File: config.mk
export PLATFORM = sky130hd
export DESIGN_NAME = writeback_arbiter_flat
export DESIGN_NICKNAME = d
export VERILOG_FILES = /design/src/rtl/writeback_arbiter_if.sv /design/src/rtl/writeback_arbiter.sv /design/src/flat_wrapper.sv
export SDC_FILE = /design/constraint.sdc
export NUM_CORES = 1
export LEC_CHECK = 0
export ABC_AREA = 1
export BUFFER_PORTS_ARGS = -buffer_cell sky130_fd_sc_hd__buf_2
export CORE_MARGIN = 5
export CORE_UTILIZATION = 46
export DETAILED_ROUTE_END_ITERATION = 8
export PLACE_DENSITY = 0.63
export SLEW_MARGIN = 20
export SYNTH_ARGS = -nofsm -noshare
export SYNTH_HDL_FRONTEND = slang
export SYNTH_SLANG_ARGS = --single-unit
File: constraint.sdc
create_clock -name clock -period 4.7 [get_ports clock]
set_clock_uncertainty 0.15 [all_clocks]
set_input_delay 0.235 -clock clock [delete_from_list [all_inputs] [get_ports clock]]
set_output_delay 0.235 -clock clock [all_outputs]
set_load 0.05 [all_outputs]
File: src/rtl/writeback_arbiter_if.sv
// Write-back bus bundle: ALU result, LU result handshake, register-bank write port and hazard mask.
// Optional ports retired_count / starve_count exist only when WRITEBACK_ARBITER_COUNT_EN is defined.
interface writeback_arbiter_if #(
  parameter int DEPTH = 4
) ();
  localparam int CNT_W = $clog2(DEPTH + 1);

  logic             alu_valid;
  logic [4:0]       alu_rd;
  logic [31:0]      alu_data;
  logic             alu_stall;
  logic             lu_valid;
  logic             lu_ready;
  logic [4:0]       lu_rd;
  logic [31:0]      lu_data;
  logic             reg_write;
  logic [4:0]       write_register;
  logic [31:0]      write_data;
  logic [31:0]      pending_mask;
  logic [CNT_W-1:0] queue_count;
`ifdef WRITEBACK_ARBITER_COUNT_EN
  logic [15:0]      retired_count;
  logic [15:0]      starve_count;
`endif

  modport master (
    output alu_valid, alu_rd, alu_data, lu_valid, lu_rd, lu_data,
    input  alu_stall, lu_ready, reg_write, write_register, write_data,
           pending_mask, queue_count
`ifdef WRITEBACK_ARBITER_COUNT_EN
    , input retired_count, starve_count
`endif
  );

  modport slave (
    input  alu_valid, alu_rd, alu_data, lu_valid, lu_rd, lu_data,
    output alu_stall, lu_ready, reg_write, write_register, write_data,
           pending_mask, queue_count
`ifdef WRITEBACK_ARBITER_COUNT_EN
    , output retired_count, starve_count
`endif
  );
endinterface

File: src/rtl/writeback_arbiter.sv
// Register-bank write-back arbiter: ALU priority, in-order LU queue with starvation guard.
// Optional retired/starve event counters enabled by WRITEBACK_ARBITER_COUNT_EN.
module writeback_arbiter #(
  parameter int DEPTH        = 4,
  parameter int STARVE_LIMIT = 8
) (
  input logic              clock,
  input logic              reset,
  writeback_arbiter_if.slave bus
);
  localparam int PTR_W = $clog2(DEPTH);
  localparam int CNT_W = $clog2(DEPTH + 1);
  localparam int STV_W = $clog2(STARVE_LIMIT + 1);

  logic [CNT_W-1:0] count_q, count_d;
  logic [PTR_W-1:0] rd_ptr_q, rd_ptr_d;
  logic [PTR_W-1:0] wr_ptr_q, wr_ptr_d;
  logic [STV_W-1:0] starve_q, starve_d;
  logic [4:0]       rd_mem_q   [DEPTH];
  logic [4:0]       rd_mem_d   [DEPTH];
  logic [31:0]      data_mem_q [DEPTH];
  logic [31:0]      data_mem_d [DEPTH];
  logic             reg_write_q, reg_write_d;
  logic [4:0]       wreg_q, wreg_d;
  logic [31:0]      wdata_q, wdata_d;

  logic        empty, full, ready;
  logic        push, pop, starve_force, alu_win;
  logic [31:0] pending;

  always_comb begin
    empty        = (count_q == '0);
    full         = (count_q == CNT_W'(DEPTH));
    ready        = reset && !full;
    // rd==0 entries complete the handshake but never enter the queue
    push         = bus.lu_valid && ready && (bus.lu_rd != 5'd0);
    starve_force = !empty && (starve_q == STV_W'(STARVE_LIMIT));
    alu_win      = !starve_force && bus.alu_valid && (bus.alu_rd != 5'd0);
    pop          = !empty && !alu_win;
  end

  always_comb begin
    count_d    = count_q + CNT_W'(push) - CNT_W'(pop);
    wr_ptr_d   = wr_ptr_q + PTR_W'(push);
    rd_ptr_d   = rd_ptr_q + PTR_W'(pop);
    rd_mem_d   = rd_mem_q;
    data_mem_d = data_mem_q;
    if (push) begin
      rd_mem_d[wr_ptr_q]   = bus.lu_rd;
      data_mem_d[wr_ptr_q] = bus.lu_data;
    end

    starve_d = starve_q;
    if (pop || empty)
      starve_d = '0;
    else if (starve_q != STV_W'(STARVE_LIMIT))
      starve_d = starve_q + STV_W'(1);

    reg_write_d = 1'b0;
    wreg_d      = wreg_q;
    wdata_d     = wdata_q;
    if (pop) begin
      reg_write_d = 1'b1;
      wreg_d      = rd_mem_q[rd_ptr_q];
      wdata_d     = data_mem_q[rd_ptr_q];
    end else if (alu_win) begin
      reg_write_d = 1'b1;
      wreg_d      = bus.alu_rd;
      wdata_d     = bus.alu_data;
    end
  end

  // Duplicate destinations stay flagged until the last matching entry leaves
  always_comb begin
    pending = '0;
    for (int i = 0; i < DEPTH; i++) begin
      if (CNT_W'(i) < count_q)
        pending[rd_mem_q[rd_ptr_q + PTR_W'(i)]] = 1'b1;
    end
  end

  always_ff @(posedge clock) begin
    if (!reset) begin
      count_q     <= '0;
      rd_ptr_q    <= '0;
      wr_ptr_q    <= '0;
      starve_q    <= '0;
      reg_write_q <= 1'b0;
      wreg_q      <= '0;
      wdata_q     <= '0;
    end else begin
      count_q     <= count_d;
      rd_ptr_q    <= rd_ptr_d;
      wr_ptr_q    <= wr_ptr_d;
      starve_q    <= starve_d;
      reg_write_q <= reg_write_d;
      wreg_q      <= wreg_d;
      wdata_q     <= wdata_d;
    end
  end

  // Entry storage needs no reset: only slots inside [rd_ptr, rd_ptr+count) are ever read
  always_ff @(posedge clock) begin
    rd_mem_q   <= rd_mem_d;
    data_mem_q <= data_mem_d;
  end

  assign bus.alu_stall      = starve_force;
  assign bus.lu_ready       = ready;
  assign bus.reg_write      = reg_write_q;
  assign bus.write_register = wreg_q;
  assign bus.write_data     = wdata_q;
  assign bus.pending_mask   = pending;
  assign bus.queue_count    = count_q;

`ifdef WRITEBACK_ARBITER_COUNT_EN
  logic [15:0] retired_q, retired_d;
  logic [15:0] starve_cnt_q, starve_cnt_d;

  always_comb begin
    retired_d    = retired_q + 16'(reg_write_q);
    starve_cnt_d = starve_cnt_q;
    if (starve_force && (starve_cnt_q != 16'hFFFF))
      starve_cnt_d = starve_cnt_q + 16'd1;
  end

  always_ff @(posedge clock) begin
    if (!reset) begin
      retired_q    <= '0;
      starve_cnt_q <= '0;
    end else begin
      retired_q    <= retired_d;
      starve_cnt_q <= starve_cnt_d;
    end
  end

  assign bus.retired_count = retired_q;
  assign bus.starve_count  = starve_cnt_q;
`endif
endmodule

File: src/flat_wrapper.sv
// flat-port wrapper written by rule: the top's interface ports become plain ports
module writeback_arbiter_flat 
#(
  parameter int DEPTH        = 4,
  parameter int STARVE_LIMIT = 8
)
  (clock, reset, bus_alu_valid, bus_alu_rd, bus_alu_data, bus_lu_valid, bus_lu_rd, bus_lu_data, bus_alu_stall, bus_lu_ready, bus_reg_write, bus_write_register, bus_write_data, bus_pending_mask, bus_queue_count);
  writeback_arbiter_if #(.DEPTH(DEPTH)) bus_i ();
  input logic clock;
  input logic reset;
  input wire logic [$bits(bus_i.alu_valid)-1:0] bus_alu_valid;
  input wire logic [$bits(bus_i.alu_rd)-1:0] bus_alu_rd;
  input wire logic [$bits(bus_i.alu_data)-1:0] bus_alu_data;
  input wire logic [$bits(bus_i.lu_valid)-1:0] bus_lu_valid;
  input wire logic [$bits(bus_i.lu_rd)-1:0] bus_lu_rd;
  input wire logic [$bits(bus_i.lu_data)-1:0] bus_lu_data;
  output wire logic [$bits(bus_i.alu_stall)-1:0] bus_alu_stall;
  output wire logic [$bits(bus_i.lu_ready)-1:0] bus_lu_ready;
  output wire logic [$bits(bus_i.reg_write)-1:0] bus_reg_write;
  output wire logic [$bits(bus_i.write_register)-1:0] bus_write_register;
  output wire logic [$bits(bus_i.write_data)-1:0] bus_write_data;
  output wire logic [$bits(bus_i.pending_mask)-1:0] bus_pending_mask;
  output wire logic [$bits(bus_i.queue_count)-1:0] bus_queue_count;
  assign bus_i.alu_valid = bus_alu_valid;
  assign bus_i.alu_rd = bus_alu_rd;
  assign bus_i.alu_data = bus_alu_data;
  assign bus_i.lu_valid = bus_lu_valid;
  assign bus_i.lu_rd = bus_lu_rd;
  assign bus_i.lu_data = bus_lu_data;
  assign bus_alu_stall = bus_i.alu_stall;
  assign bus_lu_ready = bus_i.lu_ready;
  assign bus_reg_write = bus_i.reg_write;
  assign bus_write_register = bus_i.write_register;
  assign bus_write_data = bus_i.write_data;
  assign bus_pending_mask = bus_i.pending_mask;
  assign bus_queue_count = bus_i.queue_count;
  writeback_arbiter #(.DEPTH(DEPTH), .STARVE_LIMIT(STARVE_LIMIT)) u_core (.clock(clock), .reset(reset), .bus(bus_i));
endmodule
==> results.json, run 1 <==
{
  "status": "completed",
  "syn_area_per_cell_um2": 7.791,
  "dr.pass1.iters": 5,
  "max_cap_violations": 0,
  "cts-root-buf": "clkbuf_16",
  "p_leak_nw": 5.720,
  "port_buffers": 152,
  "grt_pass1_vias": 8252,
  "fmax_mhz": 275.8,
  "multi_input_area_mm2": 0.003920,
  "area_growth_pct": 23.68,
  "power_frac_clock_pct": 21.7,
  "total_power_mw": 6.590,
  "clk_latency_ns": 0.43,
  "fin_cells": 1768,
  "top_layer": "met4",
  "drtIter0Drc": 577,
  "ys_ff_latch": 197,
  "met1_length_um": 12180,
  "arrival_ns": 3.24,
  "numCtsBuffers": 17,
  "wl_per_cell_um": 15.04,
  "p_sw_mw": 3.068,
  "wl_met2_um": 12420,
  "overflow": 0,
  "die_h_um": 156.4,
  "gp_congestion": 0.9059,
  "yosysWarnings": 0,
  "rsz0062_at_grt": "no",
  "synth_cells": 1266,
  "placedInstanceArea_mm2": 0.01088,
  "holdWs_ns": 0.01126,
  "hold_path_class": "primary input to register",
  "path_clk_slew_ns": 0.07,
  "die_w_um": 156.4,
  "dp.cells": 1661,
  "worst_slew_pin_slew_ns": 1.021,
  "most-common-layout-cells": "nand2_1 (528), nor2_1 (226), buf_2 (152), edfxtp_1 (148), nand3_1 (144)",
  "vias": 8744,
  "setup_tns_ns": 0,
  "p_int_mw": 3.522,
  "crit_path_max_fanout": 20,
  "syn-num-nets": 1353,
  "cts_sinks": 197,
  "finalWirelength_um": 26590,
  "die_area_mm2": 0.02447,
  "worst-setup-path-type": "register to output pin",
  "setup_viol": 0,
  "worst_ep_required_time_ns": 4.32,
  "ioPinCount": 153,
  "clock_path_buffers": 2,
  "swShare_pct": 46.56,
  "fin_crit_ns": 3.626,
  "viasPerCell": 4.946,
  "drcViolationCount": 0,
  "seq_area_frac_synth_pct": 55.00,
  "hold_viol_final": 0,
  "setup_ws_ns": 1.074,
  "start_kind": "register",
  "finish.utilization_pct": 57.85,
  "slew_headroom_pct": 31.78,
  "grt_max_degree": 43,
  "critPathCaptureType": "output pin",
  "power_per_cell_area_mw_per_mm2": 540.2,
  "hpwl_um": 17310,
  "wl_met3_um": 1726,
  "start_util_pct": 46.77,
  "drtAntennaViolNets": 0,
  "layout_commonest_cell": "nand2_1",
  "final_cell_area_mm2": 0.01220,
  "synth_cell_types": 25,
  "antenna_found_initial": 1,
  "vdd_drop_max_v": 0.0003764,
  "syn_area_mm2": 0.009863,
  "rows": 53,
  "fillCellCount": 1941,
  "grt_pass1_wl_um": 42460,
  "cts_setup_buffers": 0,
  "grt_usage_pct": 21.87,
  "nets": 1566,
  "dp_worst_setup_slack_ns": 1.350,
  "seq_area_mm2": 0.005425,
  "cts_tree": "yes",
  "pwr-share-seq_pct": 33.0,
  "h-tree-depth": 4,
  "final.period_utilization_pct": 77.15,
  "core_area_mm2": 0.02109,
  "slew_viol_final": 0,
  "comb_power_share_pct": 45.3,
  "drive_gt1_share_pct": 14.08
}
worst max-delay path: stages (launching register included):
cell     delay (ns)
dfxtp_1        0.30
buf_4          0.20
inv_1          0.50
nand2_1        0.15
nand2_1        0.48
nand2_1        0.10
nand2_1        0.12
nand3_1        0.37
nor2_1         0.21
nor2_1         0.05
nand2_1        0.07
buf_2          0.27
flip-flops by register name (all words and copies together) (netlist names):
| name | flops |
|---|---|
| u_core.starve_q | 4 |
| u_core.rd_ptr_q | 2 |
| u_core.bus.write_register | 5 |
| u_core.bus.write_data | 32 |
| u_core.data_mem_q | 128 |
| u_core.bus.reg_write | 1 |
| u_core.wr_ptr_q | 2 |
| u_core.bus.queue_count | 3 |
| u_core.rd_mem_q | 20 |
layout make-up:
| type | instances | share of cell area (%) |
|---|---|---|
| well taps | 275 | 2.821 |
| clock inverters | 14 | 1.221 |
| repair buffers | 240 | 13.17 |
| flip-flops and latches | 197 | 44.47 |
| clock buffers | 18 | 3.518 |
| inverters | 86 | 2.646 |
| diodes | 1 | 0.02051 |
| multi-input cells | 937 | 32.13 |
cells in the mapped netlist:
| library cell | instances | area [µm²] |
|---|---|---|
| a21oi_1 | 5 | 25.02 |
| a31oi_1 | 1 | 6.260 |
| buf_1 | 1 | 3.750 |
| buf_2 | 31 | 155.2 |
| buf_4 | 2 | 15.01 |
| buf_6 | 3 | 33.78 |
| clkbuf_1 | 9 | 33.78 |
| dfxtp_1 | 49 | 980.9 |
| edfxtp_1 | 148 | 4444 |
| fa_1 | 1 | 20.02 |
| ha_1 | 8 | 100.1 |
| inv_1 | 83 | 311.6 |
| inv_2 | 3 | 11.26 |
| nand2_1 | 528 | 1982 |
| nand3_1 | 144 | 720.7 |
| nand3_2 | 1 | 10.01 |
| nand3_4 | 1 | 17.52 |
| nand4_1 | 7 | 43.79 |
| nor2_1 | 228 | 855.8 |
| nor2_2 | 1 | 6.260 |
| nor3_1 | 5 | 25.02 |
| nor3_4 | 1 | 16.27 |
| o21ai_0 | 2 | 10.01 |
| xnor2_1 | 2 | 17.52 |
| xor2_1 | 2 | 17.52 |
cell families (layout without fill, tap and decap cells):
group | count (synthesis) | count (layout) | synth area share (%)
DFF | 197 | 197 | 55.00
adders and majority gates | 9 | 9 | 1.218
AOI/OAI and AO/OA | 8 | 8 | 0.4186
xor gates and xnor gates | 4 | 4 | 0.3553
other | 0 | 1 | 0
buffers and inverters | 132 | 358 | 5.721
and+or+nand+nor | 916 | 916 | 37.28
layer usage:
| layer | GRT usage [%] | vias to the layer above |
|---|---|---|
| met1 | 30.09 | 3978 |
| met2 | 35.94 | 289 |
| met3 | 3.623 | 20 |
| met4 | 6.240 | 0 |
| met5 | 0 | - |
| li1 | - | 4457 |
timing repair:
item / 4_1_cts / 5_1_grt
gates resized for setup: 0 / 0
hold buffers: 74 / 0
hold endpoints to repair: 187 / 0
power by group through the flow:
stage,clock (mW),combinational (mW),sequential [mW]
2_1_floorplan,0,1.77,2.62
3_3_place_gp,0,2.90,2.21
3_5_place_dp,0,2.92,2.21
4_1_cts,1.46,2.98,2.17
5_1_grt,1.53,3.27,2.20
6_report,1.43,2.98,2.18
worst paths after layout:
path | slack, ns | end | cells past startpoint | start
worst max register to register | 1.33 | u_core.bus.queue_count[2]$_SDFF_PN0_ | 13 | u_core.bus.queue_count[1]$_SDFF_PN0_
worst min register to register | 0.29 | u_core.bus.write_data[19]$_SDFFE_PN0P_ | 2 | u_core.bus.write_data[19]$_SDFFE_PN0P_
worst min-delay path | 0.01 | u_core.bus.write_data[30]$_SDFFE_PN0P_ | 5 | bus_alu_data[30]
worst max-delay path | 1.07 | bus_pending_mask[9] | 11 | u_core.rd_ptr_q[1]$_SDFF_PN0_
Note: power is estimated with default switching activity, not from simulation.
==> run 2, diff against run 1 <==
Settings changed: PLACE_DENSITY 0.63 to 0.65.
Clock period 4.7 ns to 3.1 ns, I/O delays scaled along.
==> results.json, run 2 (synthesized netlist as in run 1, its figures left out) <==
{
  "rr_worst_depth": 10,
  "p_sw_mw": 4.847,
  "multi_input_area_mm2": 0.003983,
  "setup_viol": 0,
  "drive_gt1_share_pct": 15.51,
  "grt_usage_pct": 23.03,
  "critPathTopFamily": "simple AND/OR/NAND/NOR gates",
  "cpPeakStageDelay_ns": 0.51,
  "area_growth_pct": 26.49,
  "cts_sinks": 197,
  "comb_power_share_pct": 46.5,
  "start_kind": "register",
  "layout_commonest_cell": "nand2_1",
  "worst_ep_required_time_ns": 2.79,
  "vdd_drop_max_v": 0.0005284,
  "path_clk_slew_ns": 0.08,
  "drcViolationCount": 0,
  "p_int_mw": 5.397,
  "final.period_utilization_pct": 93.06,
  "crit_path_max_fanout": 34,
  "most-common-layout-cells": "nand2_1 (526), nor2_1 (226), buf_2 (152), edfxtp_1 (148), nand3_1 (138)",
  "slew_viol_final": 0,
  "grt_pass1_wl_um": 44530,
  "h-tree-depth": 4,
  "crit_buf_inv": 3,
  "dp.cells": 1671,
  "wl_per_cell_um": 15.76,
  "worst-setup-path-type": "register to output pin",
  "worst_slew_pin_slew_ns": 0.6972,
  "top_register": "u_core.data_mem_q",
  "r2r_start": "u_core.rd_ptr_q[1]$_SDFF_PN0_",
  "cts_tree": "yes",
  "hold_path_end": "u_core.bus.reg_write$_SDFF_PN0_",
  "arrival_ns": 2.58,
  "crit_top_cell": "nand2_1",
  "setup_ws_ns": 0.2151,
  "path_cells": "inv_2 > buf_4 > nand2_1 > nand3_1 > nand2_1 > nand3_1 > nor2_1 > nor2_1 > nand2_1 > buf_2",
  "power_frac_clock_pct": 21.5,
  "drtAntennaViolNets": 0,
  "hold_viol_final": 0,
  "grt_max_degree": 41,
  "nets": 1583,
  "dr.pass1.iters": 5,
  "numCtsBuffers": 17,
  "cts_setup_buffers": 0,
  "critPathCaptureType": "output pin",
  "pwr-share-seq_pct": 32.1,
  "min_delay_path_depth": 4,
  "clock_path_buffers": 2,
  "power_per_cell_area_mw_per_mm2": 821.1,
  "drtIter0Drc": 704,
  "holdWs_ns": 0.08369,
  "fin_cells": 1786,
  "fin_crit_ns": 2.885,
  "fmax_mhz": 346.6,
  "setup_tns_ns": 0,
  "finalWirelength_um": 28160,
  "hold_path_class": "primary input to register",
  "vias": 9063,
  "cts-root-buf": "clkbuf_16",
  "total_power_mw": 10.24,
  "fillCellCount": 1913,
  "slew_headroom_pct": 53.47,
  "rows": 53,
  "final_cell_area_mm2": 0.01248,
  "p_leak_nw": 5.820,
  "die_h_um": 156.4,
  "placedInstanceArea_mm2": 0.01103,
  "hp-start": "bus_alu_valid",
  "start_util_pct": 46.77,
  "r2r_end": "u_core.bus.write_data[26]$_SDFFE_PN0P_",
  "ioPinCount": 153,
  "die_area_mm2": 0.02447,
  "gp_congestion": 0.9749,
  "dp_worst_setup_slack_ns": 0.5633,
  "finish.utilization_pct": 59.16,
  "seq_area_mm2": 0.005429,
  "clk_latency_ns": 0.44,
  "status": "completed",
  "hpwl_um": 18960,
  "viasPerCell": 5.074,
  "grt_pass1_vias": 8578,
  "die_w_um": 156.4,
  "core_area_mm2": 0.02109,
  "swShare_pct": 47.32,
  "slowest_stage": "dfxtp_1",
  "rsz0062_at_grt": "yes",
  "largest_reg_flops": 128,
  "overflow": 0,
  "port_buffers": 152,
  "antenna_found_initial": 1,
  "r2r_slack_ns": 0.38,
  "max_cap_violations": 0
}
run 2: final cells by class:
class	instances	area share, %
Antenna cell	2	0.04012
Clock buffer	17	3.410
Clock inverter	15	1.394
Inverter	86	2.588
Multi-Input combinational cell	937	31.92
Sequential cell	197	43.52
Tap cell	275	2.758
Timing Repair Buffer	257	14.37
run 2: power groups by stage:
stage	Combinational, mW	Sequential [mW]	Clock [mW]
final	4.76	3.28	2.20
after global placement	4.54	3.33	0
after global routing	5.18	3.31	2.36
after floorplan	2.70	3.98	0
after detailed placement	4.58	3.34	0
after CTS	4.69	3.28	2.23
run 2: repair_timing:
action,CTS,global route
gates resized for setup,0,9
endpoints found under the setup margin,0,32
endpoints found under the hold margin,189,0
hold buffers,81,0
run 2: worst max-delay path by stage:
stage / startpoint / endpoint / slack [ns] / cells after the start
3_5_place_dp: u_core.starve_q[0]$_SDFFE_PP0P_ / u_core.bus.queue_count[2]$_SDFF_PN0_ / 0.56 / 14
2_1_floorplan: u_core.bus.queue_count[1]$_SDFF_PN0_ / u_core.data_mem_q[0]$_DFFE_PP_ / 0.11 / 4
4_1_cts: u_core.rd_ptr_q[1]$_SDFF_PN0_ / bus_pending_mask[20] / 0.15 / 11
3_3_place_gp: u_core.starve_q[0]$_SDFFE_PP0P_ / u_core.bus.queue_count[2]$_SDFF_PN0_ / 0.61 / 14
6_report: u_core.rd_ptr_q[0]$_SDFF_PN0_ / bus_pending_mask[2] / 0.22 / 10
5_1_grt: u_core.rd_ptr_q[0]$_SDFF_PN0_ / bus_pending_mask[1] / -0.04 / 10
run 2: layer usage:
layer | track usage [%] | routed length, µm | vias up
met5 | 0 | 0 | -
li1 | - | - | 4489
met3 | 4.342 | 2163 | 39
met1 | 30.57 | 12240 | 4174
met2 | 38.47 | 13200 | 361
met4 | 7.149 | 553 | 0
run 2: worst reg2reg max path, stage by stage (launching register included):
cell and delay, ns:
dfxtp_1 0.48, inv_1 0.14, nor2_2 0.56, buf_4 0.34, nand2_1 0.09, nand4_1 0.09
nand2_1 0.06, nand2_1 0.08, nand3_1 0.06, dlygate4sd3_1 0.56, nand2_1 0.08
